===== config.mk =====
export PLATFORM = sky130hd
export DESIGN_NAME = bcd_to_bin
export DESIGN_NICKNAME = d
export VERILOG_FILES = /design/src/rtl/bcd_to_bin.sv
export SDC_FILE = /design/constraint.sdc
export NUM_CORES = 1
export LEC_CHECK = 0
export BUFFER_PORTS_ARGS = -buffer_cell sky130_fd_sc_hd__buf_2
export CAP_MARGIN = 20
export CORE_MARGIN = 10
export CORE_UTILIZATION = 58
export CTS_BUF_LIST = sky130_fd_sc_hd__clkbuf_16
export CTS_CLUSTER_SIZE = 25
export DETAILED_ROUTE_END_ITERATION = 10
export GPL_ROUTABILITY_DRIVEN = 0
export PLACE_DENSITY = 0.86
export SYNTH_ARGS = -nofsm -noshare
export SYNTH_HDL_FRONTEND = slang
export SYNTH_SLANG_ARGS = --single-unit

===== constraint.sdc =====
create_clock -name clk -period 3.4 [get_ports clk]
set_input_delay 0.34 -clock clk [delete_from_list [all_inputs] [get_ports clk]]
set_output_delay 0.34 -clock clk [all_outputs]
set_load 0.01 [all_outputs]

===== src/rtl/bcd_to_bin.sv =====
//------------------------------------------------------------------------------
// Module      : bcd_to_bin
// Description : Sequential packed-BCD to unsigned binary converter, MSD first,
//               one digit per clock, with valid/ready handshakes on both sides.
//               Optional signed output via macro BCD_TO_BIN_SIGN_EN.
// Revision    : 1.0 - initial release
//------------------------------------------------------------------------------
`default_nettype none

module bcd_to_bin #(
    parameter int DIGITS = 2,
    parameter int BIN_W  = 7
) (
    input  logic                  clk,
    input  logic                  rst_n,
    input  logic                  in_valid,
    output logic                  in_ready,
    input  logic [4*DIGITS-1:0]   in_bcd,
`ifdef BCD_TO_BIN_SIGN_EN
    input  logic                  in_neg,
    output logic                  out_valid,
    input  logic                  out_ready,
    output logic [BIN_W:0]        out_data,
`else
    output logic                  out_valid,
    input  logic                  out_ready,
    output logic [BIN_W-1:0]      out_data,
`endif
    output logic                  out_err
);

`ifdef BCD_TO_BIN_SIGN_EN
    localparam int OUT_W = BIN_W + 1;
`else
    localparam int OUT_W = BIN_W;
`endif
    localparam int CNT_W = (DIGITS > 1) ? $clog2(DIGITS) : 1;
    localparam logic [CNT_W-1:0] CNT_LAST = CNT_W'(DIGITS - 1);

    typedef enum logic [1:0] {
        S_IDLE = 2'd0,
        S_CONV = 2'd1,
        S_DONE = 2'd2
    } state_t;

    state_t               state_q, state_d;
    logic [BIN_W-1:0]     acc_q, acc_d;
    logic [CNT_W-1:0]     cnt_q, cnt_d;
    logic [4*DIGITS-1:0]  bcd_q, bcd_d;
    logic                 err_q, err_d;
    logic [OUT_W-1:0]     out_data_q, out_data_d;
    logic                 out_err_q, out_err_d;
`ifdef BCD_TO_BIN_SIGN_EN
    logic                 neg_q, neg_d;
`endif

    logic [3:0]           digit;
    logic [BIN_W-1:0]     mac;
    logic [OUT_W-1:0]     result;

    always_comb begin
        digit = 4'd0;
        for (int i = 0; i < DIGITS; i++) begin
            if (cnt_q == CNT_W'(i)) begin
                digit = bcd_q[4*i +: 4];
            end
        end
    end

    // acc*10 + digit; truncation to BIN_W gives the modular result directly.
    assign mac = (acc_q << 3) + (acc_q << 1) + BIN_W'(digit);

`ifdef BCD_TO_BIN_SIGN_EN
    assign result = neg_q ? (~{1'b0, mac} + OUT_W'(1)) : {1'b0, mac};
`else
    assign result = mac;
`endif

    always_comb begin
        state_d    = state_q;
        acc_d      = acc_q;
        cnt_d      = cnt_q;
        bcd_d      = bcd_q;
        err_d      = err_q;
        out_data_d = out_data_q;
        out_err_d  = out_err_q;
`ifdef BCD_TO_BIN_SIGN_EN
        neg_d      = neg_q;
`endif
        case (state_q)
            S_IDLE: begin
                if (in_valid) begin
                    bcd_d   = in_bcd;
                    acc_d   = '0;
                    err_d   = 1'b0;
                    cnt_d   = CNT_LAST;
`ifdef BCD_TO_BIN_SIGN_EN
                    neg_d   = in_neg;
`endif
                    state_d = S_CONV;
                end
            end
            S_CONV: begin
                acc_d = mac;
                err_d = err_q | (digit > 4'd9);
                if (cnt_q == '0) begin
                    out_data_d = result;
                    out_err_d  = err_q | (digit > 4'd9);
                    state_d    = S_DONE;
                end else begin
                    cnt_d = cnt_q - CNT_W'(1);
                end
            end
            S_DONE: begin
                if (out_ready) begin
                    state_d = S_IDLE;
                end
            end
            default: state_d = S_IDLE;
        endcase
    end

    always_ff @(posedge clk or negedge rst_n) begin
        if (!rst_n) begin
            state_q    <= S_IDLE;
            acc_q      <= '0;
            cnt_q      <= '0;
            bcd_q      <= '0;
            err_q      <= 1'b0;
            out_data_q <= '0;
            out_err_q  <= 1'b0;
`ifdef BCD_TO_BIN_SIGN_EN
            neg_q      <= 1'b0;
`endif
        end else begin
            state_q    <= state_d;
            acc_q      <= acc_d;
            cnt_q      <= cnt_d;
            bcd_q      <= bcd_d;
            err_q      <= err_d;
            out_data_q <= out_data_d;
            out_err_q  <= out_err_d;
`ifdef BCD_TO_BIN_SIGN_EN
            neg_q      <= neg_d;
`endif
        end
    end

    assign in_ready  = (state_q == S_IDLE);
    assign out_valid = (state_q == S_DONE);
    assign out_data  = out_data_q;
    assign out_err   = out_err_q;

endmodule

`default_nettype wire


# Yosys cells after proc, flatten, opt, wreduce, memory -nomap -nowiden
# Index checks and enable logic that the tools add are counted.
[word_totals]
memories = 0
out_inout_bits = 10
wordCells = 36
latchBits = 0
ff_bits = 26
mem_bits_rw = 0
input_bits = 12
romBits = 0
[classes]
order_cmp = 1
mul = 0
bitwise_logic = 2
addsub = 3
shift = 0
mux = 12
n_eq_ne = 5
n_reduce_logical = 6
n_div = 0
[op_table]
columns = ["cell", "count"]
rows = [
  ["$pmux 6 s2", 1],
  ["$add 7x4->7", 1],
  ["$add 7x7->7", 1],
  ["$mux 2", 3],
  ["$mux 6", 1],
  ["$pmux 2 s3", 1],
  ["$reduce_and 2->1", 3],
  ["$gt 4x4->1 const B", 1],
  ["$mux 4", 1],
  ["$ne 2x2->1 const B", 2],
  ["$pmux 1 s2", 2],
  ["$mux 1", 3],
  ["$reduce_and 3->1", 1],
  ["$eq 2x1->1 const B", 1],
  ["$eq 2x2->1 const B", 1],
  ["$logic_not 2->1", 1],
  ["$ne 2x1->1 const B", 1],
  ["$reduce_bool 2->1", 1],
  ["$not 1->1", 1],
  ["$or 1x1->1", 1],
  ["$sub 1x1->1 const B", 1],
]

# Logic depth before layout (Yosys ltp)
[depth]
ltp_word = 4
mapped_depth = 10
depth_no_buf = 9

# Worst setup path before layout
# OpenSTA, ideal clock, no wires.
[synth_path]
kind = "register to register"
start = "reg cnt_q"
end = "reg out_data_q[6], in the netlist out_data[6]"
stages_incl_launch_ff = 9
required_time_ns = 3.272
setup_slack_ns = 1.128
arrival_ns = 2.145
period_less_slack_ns = 2.272
n_path_buf = 1
path_cell_list = "dfrtp_1 > buf_2 > mux2i_1 > fa_1 > fa_1 > nand2b_1 > a21oi_1 > xnor2_1 > o21ai_0"
[synth_between]
elab_chain_len = 2
word_cells_on_any_way = 4
cone_classes = "1 x add/sub; 1 x mux; 1 x bitwise; 1 x reduce/logical"
[synth_lines]
columns = ["item", "line_no", "source"]
rows = [
  ["start: declaration", "48", "logic [CNT_W-1:0] cnt_q, cnt_d;"],
  ["start signal: assignment", "138", "cnt_q <= cnt_d;"],
  ["$mux 4 / $not 1->1 (equally long branches)", "-", ""],
  ["$add 7x4->7 / $reduce_and 2->1 (equally long branches)", "-", ""],
  ["end signal: assignment", "141", "out_data_q <= out_data_d;"],
  ["end: declaration", "51", "logic [OUT_W-1:0] out_data_q, out_data_d;"],
]
# Parallel ways exist; a longest one is shown, timed or not.
# A chain may end at the register's enable or synchronous reset.

# Final worst setup path
# Ends and elaborated chain as after synthesis.

==> impl_metrics.csv <==
group,metric,value,unit
route,firstDrtPassIters,4,
route,drtIter0Drc,34,
synth,synth_top_family_by_area,"multiplexers",
floorplan,io_pins,22,
critical_path,cp_data_arrival_time,2.68,ns
floorplan,die_area,4500,sq um
synth,synthSimpleGateAreaFrac,8.67,%
cts,clk_latency,0.26,ns
power_and_ir_drop,ir_drop,599,uV
global_routing,overflow,0,
route,drt_wl_total,2.45,mm
sta,finalCriticalPeriod,2.56,ns
critical_path,crit_type,"reg -> reg",
global_routing,gr-usage-all-layers,11.5,%
global_routing,grt_max_degree,27,
synth,synthesis.area,1280,sq um
cts,clk_transition_reported_paths,0.06,ns
cts,cts_buffer_depth,2,
final_layout,num-nets-final,155,
synth,synth-warning-count,0,
power_and_ir_drop,power_density,1120,nW/um^2
critical_path,crit_start,"cnt_q$_DFFE_PN0P_",
synth,synth-edff-count,0,
sta,timing.fmax,0.391,GHz
cts,cts_sinks,26,
route,post_drt_wl_per_cell,15.4,um
critical_path,crit_required,3.52,ns
synth,synth_xor_area_share,3.41,%
power_and_ir_drop,power_frac_seq,34.6,%
synth,seq_area_frac_synth,50.6,%
cts,ctsHtreeMaxLevel,1,
cts,cts_setup_buffers,0,
global_routing,grt_pass1_vias,863,
critical_path,regToRegStartpoint,"cnt_q$_DFFE_PN0P_",
route,via_count,869,
final_layout,final_common_cell,"dfrtp_1",
route,dr_wl_met2,1.13,mm
power_and_ir_drop,p_clk_share,15.6,%
synth,syn_inst,112,
final_layout,nFillCells,168,
cts,cts_hold_buf,0,
place,io_buffers,21,
synth,synth.area.mux_share,13.2,%
run,maxCapViolCount,0,
sta,slew_viol_final,0,
floorplan,die_x,67.1,um
power_and_ir_drop,power_frac_comb,49.8,%
floorplan,fp-row-count,16,
power_and_ir_drop,netSwitchingPower,641,uW
route,ant_nets,0,
route,wirelength_met1,1.08,mm
final_layout,syn_to_final_growth,14.6,%
min_path,hold_path_class,"in -> async",
critical_path,path_max_fanout,9,
synth,synth_fa_ha_area_share,10.9,%
floorplan,initial_core_util,62.9,%
global_routing,antenna_found_initial,0,
sta,final_hold_viol_count,0,
final_layout,final_layout_size_suffix_gt1_share,28.0,%
sta,finalSetupTns,0,ns
sta,skew,0.00137,ns
critical_path,cp-start-kind,"flop",
synth,ys_types,24,
power_and_ir_drop,leakage,0.734,nW
run_status,status,"finished clean",
synth,async_flop_share,100,%
synth,synth-seq-cells,26,
synth,synth_compound_area_share,8.76,%
place,dp_hpwl,1.82,mm
critical_path,cp-end-kind,"flop",
cts,ctsResizeCount,0,
global_routing,grt_pass1_wl,4.01,mm
final_layout,layout_common_cells,"dfrtp_1, buf_2, mux2_2, nand2_1, ha_1",
sta,fin_crit_sh,75.3,%
route,drc,0,
synth,synth_area_per_cell,11.5,sq um
floorplan,die_h,67.1,um
route,top_layer,"met4",
final_layout,antenna_cells,0,
power_and_ir_drop,p_int,1.01,mW
cts,root_buffer,"clkbuf_16",
sta,setup_viol,0,
route,viasPerCell,5.47,
sta,relSlewSlack,50.9,%
sta,worst_pin_slew,0.736,ns
route,routed-wl-met3,200,um
final_layout,final_core_util,72.1,%
synth,synth_nets,134,
cts,cts_made_buffers,3,
synth,synth_ff_type,"dfrtp_1",
cts,cts_tree,"yes",
sta,rsz0062_at_grt,"false",
floorplan,core,2040,sq um
power_and_ir_drop,p_sw_share,38.7,%
==> power by group through the flow <==
stage / Combinational (mW) / Clock [mW] / Sequential [mW]
floorplan: 0.634 / 0 / 0.559
global placement: 0.781 / 0 / 0.568
detailed placement: 0.833 / 0 / 0.576
CTS: 0.839 / 0.264 / 0.573
global route: 0.942 / 0.271 / 0.597
finish: 0.824 / 0.259 / 0.574
==> cells in the mapped netlist (2+ instances only) <==
master,number,area [sq um]
mux2_2,12,135
inv_1,7,26.3
o21ai_0,7,35.0
a21oi_1,3,15.0
xnor2_1,3,26.3
nor2_1,6,22.5
buf_2,3,15.0
xor2_1,2,17.5
dfrtp_1,26,651
ha_1,8,100
nand2_1,12,45.0
nand2b_1,4,25.0
fa_1,2,40.0
mux2i_1,2,20.0
a21o_1,3,22.5
o22ai_1,4,25.0
==> layout make-up <==
cell class                      instances  area, sq um  area share (%)
Sequential cell                        26          651            44.2
Multi-Input combinational cell         74          578            39.3
Timing Repair Buffer                   21          105            7.14
Clock buffer                            3         75.1            5.10
Tap cell                               27         33.8            2.29
Inverter                                7         26.3            1.78
Clock inverter                          1         3.75           0.255
==> layer usage <==
metal / track usage (%) / up-vias
met5: 0 / -
met4: 5.90 / 0
met3: 5.02 / 5
met2: 16.9 / 21
met1: 14.0 / 421
li1: - / 422
==> state kept, by name (all words and copies together) (netlist names) <==
name      flops
cnt_q         1
out_err       1
bcd_q         8
err_q         1
out_data      7
state_q       2
acc_q         6
==> cell families after synthesis <==
family | Yosys count
DFF | 26
and+or+nand+nor | 25
AOI/OAI and AO/OA | 19
muxes | 15
buffers and inverters | 12
adders and majority gates | 10
xor gates and xnor gates | 5
==> path summary, 6_finish.rpt <==
check / endpoint / slack [ns] / depth (start not counted)
setup / recovery: out_data[6]$_DFFE_PN0P_ / 0.84 / 7
hold / removal: out_data[3]$_DFFE_PN0P_ / 0.07 / 1
setup reg to reg: out_data[6]$_DFFE_PN0P_ / 0.84 / 7
hold reg to reg: out_data[3]$_DFFE_PN0P_ / 0.47 / 2
max in group asynchronous: bcd_q[7]$_DFFE_PN0P_ / 2.95 / 1
min in group clk: state_q[1]$_DFFE_PN0P_ / 0.29 / 2
==> per-stage QoR <==
stage               std cells  power (mW)  area (sq um)  hold WS (ns)  worst slack (ns)
floorplan                 112        1.19          1280        0.0444              1.13
global placement          155        1.35          1390         0.357              1.03
detailed placement        155        1.41          1390         0.363             0.863
CTS                       159        1.68          1470        0.0869             0.830
global route              159        1.81          1470        0.0955             0.702
finish                    159        1.66          1470        0.0670             0.840
==> critical path: stages (launching register included) <==
cell and delay [ns]:
dfrtp_1 0.54, mux2i_1 0.36, fa_1 0.52, fa_1 0.49, nand2b_1 0.16, a21oi_1 0.15
xnor2_1 0.13, o21ai_0 0.08
Note: power is estimated with default switching activity, not from simulation.
